**src/rtl/mem_port_arbiter.sv**
```systemverilog
// mem_port_arbiter: shares one single-port synchronous RAM among loader, CPU data and CPU fetch ports
//
// Ports:
//   clk, rst                     clock, asynchronous active-high reset
//   ld_req/we/addr/wdata/gnt     program loader port (highest priority, bounded by LD_MAX)
//   dat_req/we/addr/wdata/gnt    CPU data port (round-robin with fetch)
//   if_req/addr/gnt              CPU instruction fetch port (read only)
//   rdata, *_rvalid              read return, one cycle after a read grant, tagged by owner
//   mem_en/we/addr/wdata/rdata   RAM macro interface, 1-cycle read latency
module mem_port_arbiter #(
    parameter int AW     = 9,
    parameter int DW     = 16,
    parameter int LD_MAX = 4
) (
    input  logic          clk,
    input  logic          rst,
    input  logic          ld_req,
    input  logic          ld_we,
    input  logic [AW-1:0] ld_addr,
    input  logic [DW-1:0] ld_wdata,
    output logic          ld_gnt,
    input  logic          dat_req,
    input  logic          dat_we,
    input  logic [AW-1:0] dat_addr,
    input  logic [DW-1:0] dat_wdata,
    output logic          dat_gnt,
    input  logic          if_req,
    input  logic [AW-1:0] if_addr,
    output logic          if_gnt,
    output logic [DW-1:0] rdata,
    output logic          ld_rvalid,
    output logic          dat_rvalid,
    output logic          if_rvalid,
    output logic          mem_en,
    output logic          mem_we,
    output logic [AW-1:0] mem_addr,
    output logic [DW-1:0] mem_wdata,
    input  logic [DW-1:0] mem_rdata
);
    // LD_MAX=0 still needs a 1-bit counter that simply stays at zero
    localparam int CW = (LD_MAX > 0) ? $clog2(LD_MAX + 1) : 1;
    localparam logic [CW-1:0] CNT_MAX = CW'(LD_MAX);

    typedef enum logic {RR_DAT, RR_IF} rr_t;
    typedef enum logic [1:0] {OWN_NONE, OWN_LD, OWN_DAT, OWN_IF} own_t;

    rr_t           rr_last;
    own_t          owner;
    logic          rd_pend;
    logic [CW-1:0] ld_cnt;
    logic          cpu_req;
    logic          ld_block;

    // Grants are forced low during reset so no write slips through on the reset edge
    always_comb begin
        cpu_req   = dat_req | if_req;
        ld_block  = (ld_cnt == CNT_MAX) && cpu_req;
        ld_gnt    = ~rst & ld_req & ~ld_block;
        dat_gnt   = ~rst & ~ld_gnt & dat_req & (~if_req | (rr_last == RR_IF));
        if_gnt    = ~rst & ~ld_gnt & if_req & (~dat_req | (rr_last == RR_DAT));
        mem_en    = ld_gnt | dat_gnt | if_gnt;
        mem_we    = ld_gnt ? ld_we : (dat_gnt & dat_we);
        mem_addr  = ld_gnt ? ld_addr : dat_gnt ? dat_addr : if_addr;
        mem_wdata = ld_gnt ? ld_wdata : dat_wdata;
    end

    always_ff @(posedge clk or posedge rst) begin
        if (rst) begin
            rr_last <= RR_IF;
            ld_cnt  <= '0;
            owner   <= OWN_NONE;
            rd_pend <= 1'b0;
        end else begin
            if (dat_gnt)
                rr_last <= RR_DAT;
            else if (if_gnt)
                rr_last <= RR_IF;
            // counts loader wins over a waiting CPU; any CPU progress or idle CPU resets it
            if (dat_gnt | if_gnt | ~cpu_req)
                ld_cnt <= '0;
            else if (ld_gnt && ld_cnt != CNT_MAX)
                ld_cnt <= ld_cnt + 1'b1;
            rd_pend <= mem_en & ~mem_we;
            owner   <= ld_gnt ? OWN_LD : dat_gnt ? OWN_DAT : if_gnt ? OWN_IF : OWN_NONE;
        end
    end

    assign rdata      = mem_rdata;
    assign ld_rvalid  = rd_pend && (owner == OWN_LD);
    assign dat_rvalid = rd_pend && (owner == OWN_DAT);
    assign if_rvalid  = rd_pend && (owner == OWN_IF);
endmodule
```
**config.mk**
```make
export PLATFORM = sky130hd
export DESIGN_NAME = mem_port_arbiter
export DESIGN_NICKNAME = d
export VERILOG_FILES = /design/src/rtl/mem_port_arbiter.sv
export SDC_FILE = /design/constraint.sdc
export NUM_CORES = 1
export LEC_CHECK = 0
export ABC_AREA = 1
export CORE_ASPECT_RATIO = 0.5
export CORE_UTILIZATION = 24
export DETAILED_ROUTE_END_ITERATION = 8
export PLACE_DENSITY = 0.79
export SETUP_SLACK_MARGIN = 0.15
export SKIP_CTS_REPAIR_TIMING = 1
export SLEW_MARGIN = 20
export SYNTH_ARGS = -nofsm -noshare
export SYNTH_HDL_FRONTEND = slang
export SYNTH_SLANG_ARGS = --single-unit
```
**constraint.sdc**
```tcl
create_clock -name clk -period 1.4 [get_ports clk]
set_clock_uncertainty 0.1 [all_clocks]
set_input_delay 0.14 -clock clk [delete_from_list [all_inputs] [get_ports clk]]
set_output_delay 0.14 -clock clk [all_outputs]
set_load 0.01 [all_outputs]
```
==> results.sh <==
export IMPL_cts_tree="done"
export IMPL_highest_count_cells_in_the_layout_ignoring_fill_and_taps="72 x sky130_fd_sc_hd__nand2_1, 63 x sky130_fd_sc_hd__clkdlybuf4s50_1, 25 x sky130_fd_sc_hd__inv_1"
export IMPL_max_slew_margin_pct=84.03
export IMPL_worstMarginPinSlew_ns=0.2392
export IMPL_synth_area_leaders="sky130_fd_sc_hd__nand2_1 30%, sky130_fd_sc_hd__dfrtp_1 14%, sky130_fd_sc_hd__inv_1 12%, sky130_fd_sc_hd__buf_4 11%, sky130_fd_sc_hd__nand3_1 6.2%"
export IMPL_post_route_cells_drive_above_1_share_pct=35.23
export IMPL_yosys_warnings=0
export IMPL_antenna_violating_nets_post_route=0
export IMPL_synth_top_family_by_area="simple AND/OR/NAND/NOR gates"
export IMPL_post_route_drc_count=0
export IMPL_num_vias=1628
export IMPL_share_of_the_clock_period_used_by_the_worst_path_pct=141.7
export IMPL_dp_worst_setup_slack_ns=-0.7570
export IMPL_synthesis_area_per_instance_um2=5.424
export IMPL_run_status="finished with violations"
export IMPL_rsz0062_at_grt="true"
export IMPL_hold_violations=0
export IMPL_fp_coreArea_um2=4044
export IMPL_drtPass1Iterations=4
export IMPL_number_of_antenna_violations_at_the_first_check_in_global_routing=0
export IMPL_numPortBuffers=98
export IMPL_worst_hold_path_num_cells=0
export IMPL_postPlaceCellArea_um2=2108
export IMPL_xor_xnor_share_of_the_synthesized_area_pct=0
export IMPL_detail_route_vias_per_cell=4.625
export IMPL_worst_setup_path_type="flop to primary output"
export IMPL_drtIter0Drc=44
export IMPL_die_area_um2=4669
export IMPL_critical_path_startpoint_type="flop"
export IMPL_final_design_area_no_fill_um2=2347
export IMPL_finalWirelength_mm=5.314
export IMPL_drt_wirelength_per_cell_um=15.10
export IMPL_clock_sinks=7
export IMPL_area_growth_synth_to_final_pct=123.1
export IMPL_hold_ws_ns=0.1800
export IMPL_grt_pass1_wl_mm=6.679
export IMPL_die_h_um=48.82
export IMPL_cap_viol_max_count=0
export IMPL_syn_inst=194
export IMPL_clkTransAtPathRegs_ns=0.05
export IMPL_layout_filler_cells=363
export IMPL_cts_buffers_inserted=3
export IMPL_synth_top_area_cell="sky130_fd_sc_hd__nand2_1"
export IMPL_fmax_ghz=0.5041
export IMPL_hpwlAfterDp_mm=3.371
export IMPL_worst_ir_drop_vdd_mv=0.2427
export IMPL_final_setup_viol_count=36
export IMPL_place_congestion=0.8484
export IMPL_ys_seq_area_share_pct=16.77
export IMPL_violations_in_the_final_reports="negative setup slack"
export IMPL_power_density_nw_per_um2=520.9
export IMPL_std_cell_rows=16
export IMPL_worst_path_max_fanout=6
export IMPL_critical_path_arrival_ns=1.74
export IMPL_worst_r2r_cell_count=11
export IMPL_final_max_slew_viol_count=0
export IMPL_synth_compound_area_share_pct=3.329
export IMPL_track_usage_pct=18.28
export IMPL_crit_required_ns=1.16
export IMPL_mostFrequentLayoutCell="sky130_fd_sc_hd__nand2_1"
export IMPL_clock_path_buffers=2
export IMPL_synthAdderAreaFrac_pct=2.378
export IMPL_cp_end_kind="primary output"
export IMPL_maximum_number_of_pins_on_one_net_before_global_route_repair=20
export IMPL_diodes_inserted=0
export IMPL_clk_root_buffer_cell="sky130_fd_sc_hd__clkbuf_8"
export IMPL_worst_hold_path_type="input pin to primary output"
export IMPL_p_leak_nw=1.277
export IMPL_postSynthNetCount=278
export IMPL_htreeDepth=1
export IMPL_global_route_overflow_total=0
export IMPL_finalCriticalPeriod_ns=1.984
export IMPL_synthMuxAreaShare_pct=0
export IMPL_synth_cell_type_count=20
export IMPL_pin_count=131
export IMPL_setup_total_negative_slack_ns=-14.19
export IMPL_postLayoutSetupSlackWorst_ns=-0.5839
export IMPL_die_w_um=95.64
export IMPL_clock_insertion_delay_worst_skew_ns=0.23
export IMPL_final_nets=383
export IMPL_synthesis_area_um2=1052
export IMPL_initial_utilization_pct=26.02
export IMPL_synth_top_cell_area_share_pct=29.96
export IMPL_first_global_vias=1448
export IMPL_ys_ff_latch=7
export IMPL_fraction_of_the_mapped_netlist_area_in_simple_logic_gates_pct=47.80
## through the flow
step           total power [mW]  std cells  util (%)
6_report                  1.223        352     58.04
5_1_grt                   1.291        352     58.04
4_1_cts                   1.150        345     53.25
3_5_place_dp             0.8567        341     52.13
3_3_place_gp             0.8419        341     52.13
2_1_floorplan            0.5021        194         -
## per-layer routing
| metal | vias to the layer above | part of all wire [%] | wire [um] | GRT usage (%) |
|---|---|---|---|---|
| met5 | - | 0 | 0 | 0 |
| met4 | 0 | 3.9 | 208 | 7.960 |
| met3 | 24 | 5.5 | 293 | 3.583 |
| met2 | 75 | 54 | 2844 | 35.71 |
| met1 | 753 | 37 | 1968 | 18.73 |
| li1 | 776 | - | - | - |
## path summary, 6_finish.rpt
check	from	to	slack [ns]
worst min register to register	rr_last	rr_last	0.47
worst min-delay path	mem_rdata[0]	rdata[0]	0.18
max in group asynchronous	rst	rr_last	0.66
worst max register to register	ld_cnt[0]	rd_pend	-0.30
worst max-delay path	ld_cnt[0]	mem_addr[6]	-0.58
min in group asynchronous	rst	ld_cnt[0]	0.31
## final cells by class
class,instances,area (um^2),area share (%)
repair buffers,125,1181,50.32
multi-input cells,126,734.5,31.29
flip-flops and latches,7,176.4,7.516
inverters,36,142.6,6.077
well taps,54,67.56,2.878
clock buffers,4,45.04,1.919
## flip-flops by register name, indices dropped and copies added (netlist names)
name and count:
ld_cnt 3, owner 2, rd_pend 1, rr_last 1
## where the power goes
part           switching [mW]  internal (mW)  total [mW]  leakage (nW)
clock network          0.0988          0.198       0.297        0.0228
registers             0.00848          0.220       0.229        0.0893
logic                   0.311          0.386       0.697          1.16
total                   0.418          0.805        1.22          1.28
## cell usage after synthesis (all sizes together)
library cell,count
buf,25
nand4,10
dfrtp,6
o21ai,2
nand2,87
or2,1
ha,2
inv,36
dfstp,1
nor3,3
nand3,13
nor2,3
a21oi,5
## cells by family after synthesis
family	after synthesis
and+or+nand+nor	117
buffers and inverters	61
AOI/OAI and AO/OA	7
DFF	7
adders and majority gates	2
## critical path: stages, from the launching register on
cell	delay, ns
sky130_fd_sc_hd__dfrtp_1	0.39
sky130_fd_sc_hd__inv_2	0.08
sky130_fd_sc_hd__ha_4	0.13
sky130_fd_sc_hd__nand2_4	0.04
sky130_fd_sc_hd__inv_2	0.07
sky130_fd_sc_hd__nand2_4	0.06
sky130_fd_sc_hd__nand2_8	0.12
sky130_fd_sc_hd__nand3_4	0.09
sky130_fd_sc_hd__buf_6	0.15
sky130_fd_sc_hd__nand2_1	0.06
sky130_fd_sc_hd__nand3_1	0.11
sky130_fd_sc_hd__nand2_2	0.10
sky130_fd_sc_hd__buf_6	0.10
(Power assumes the default switching activity.)
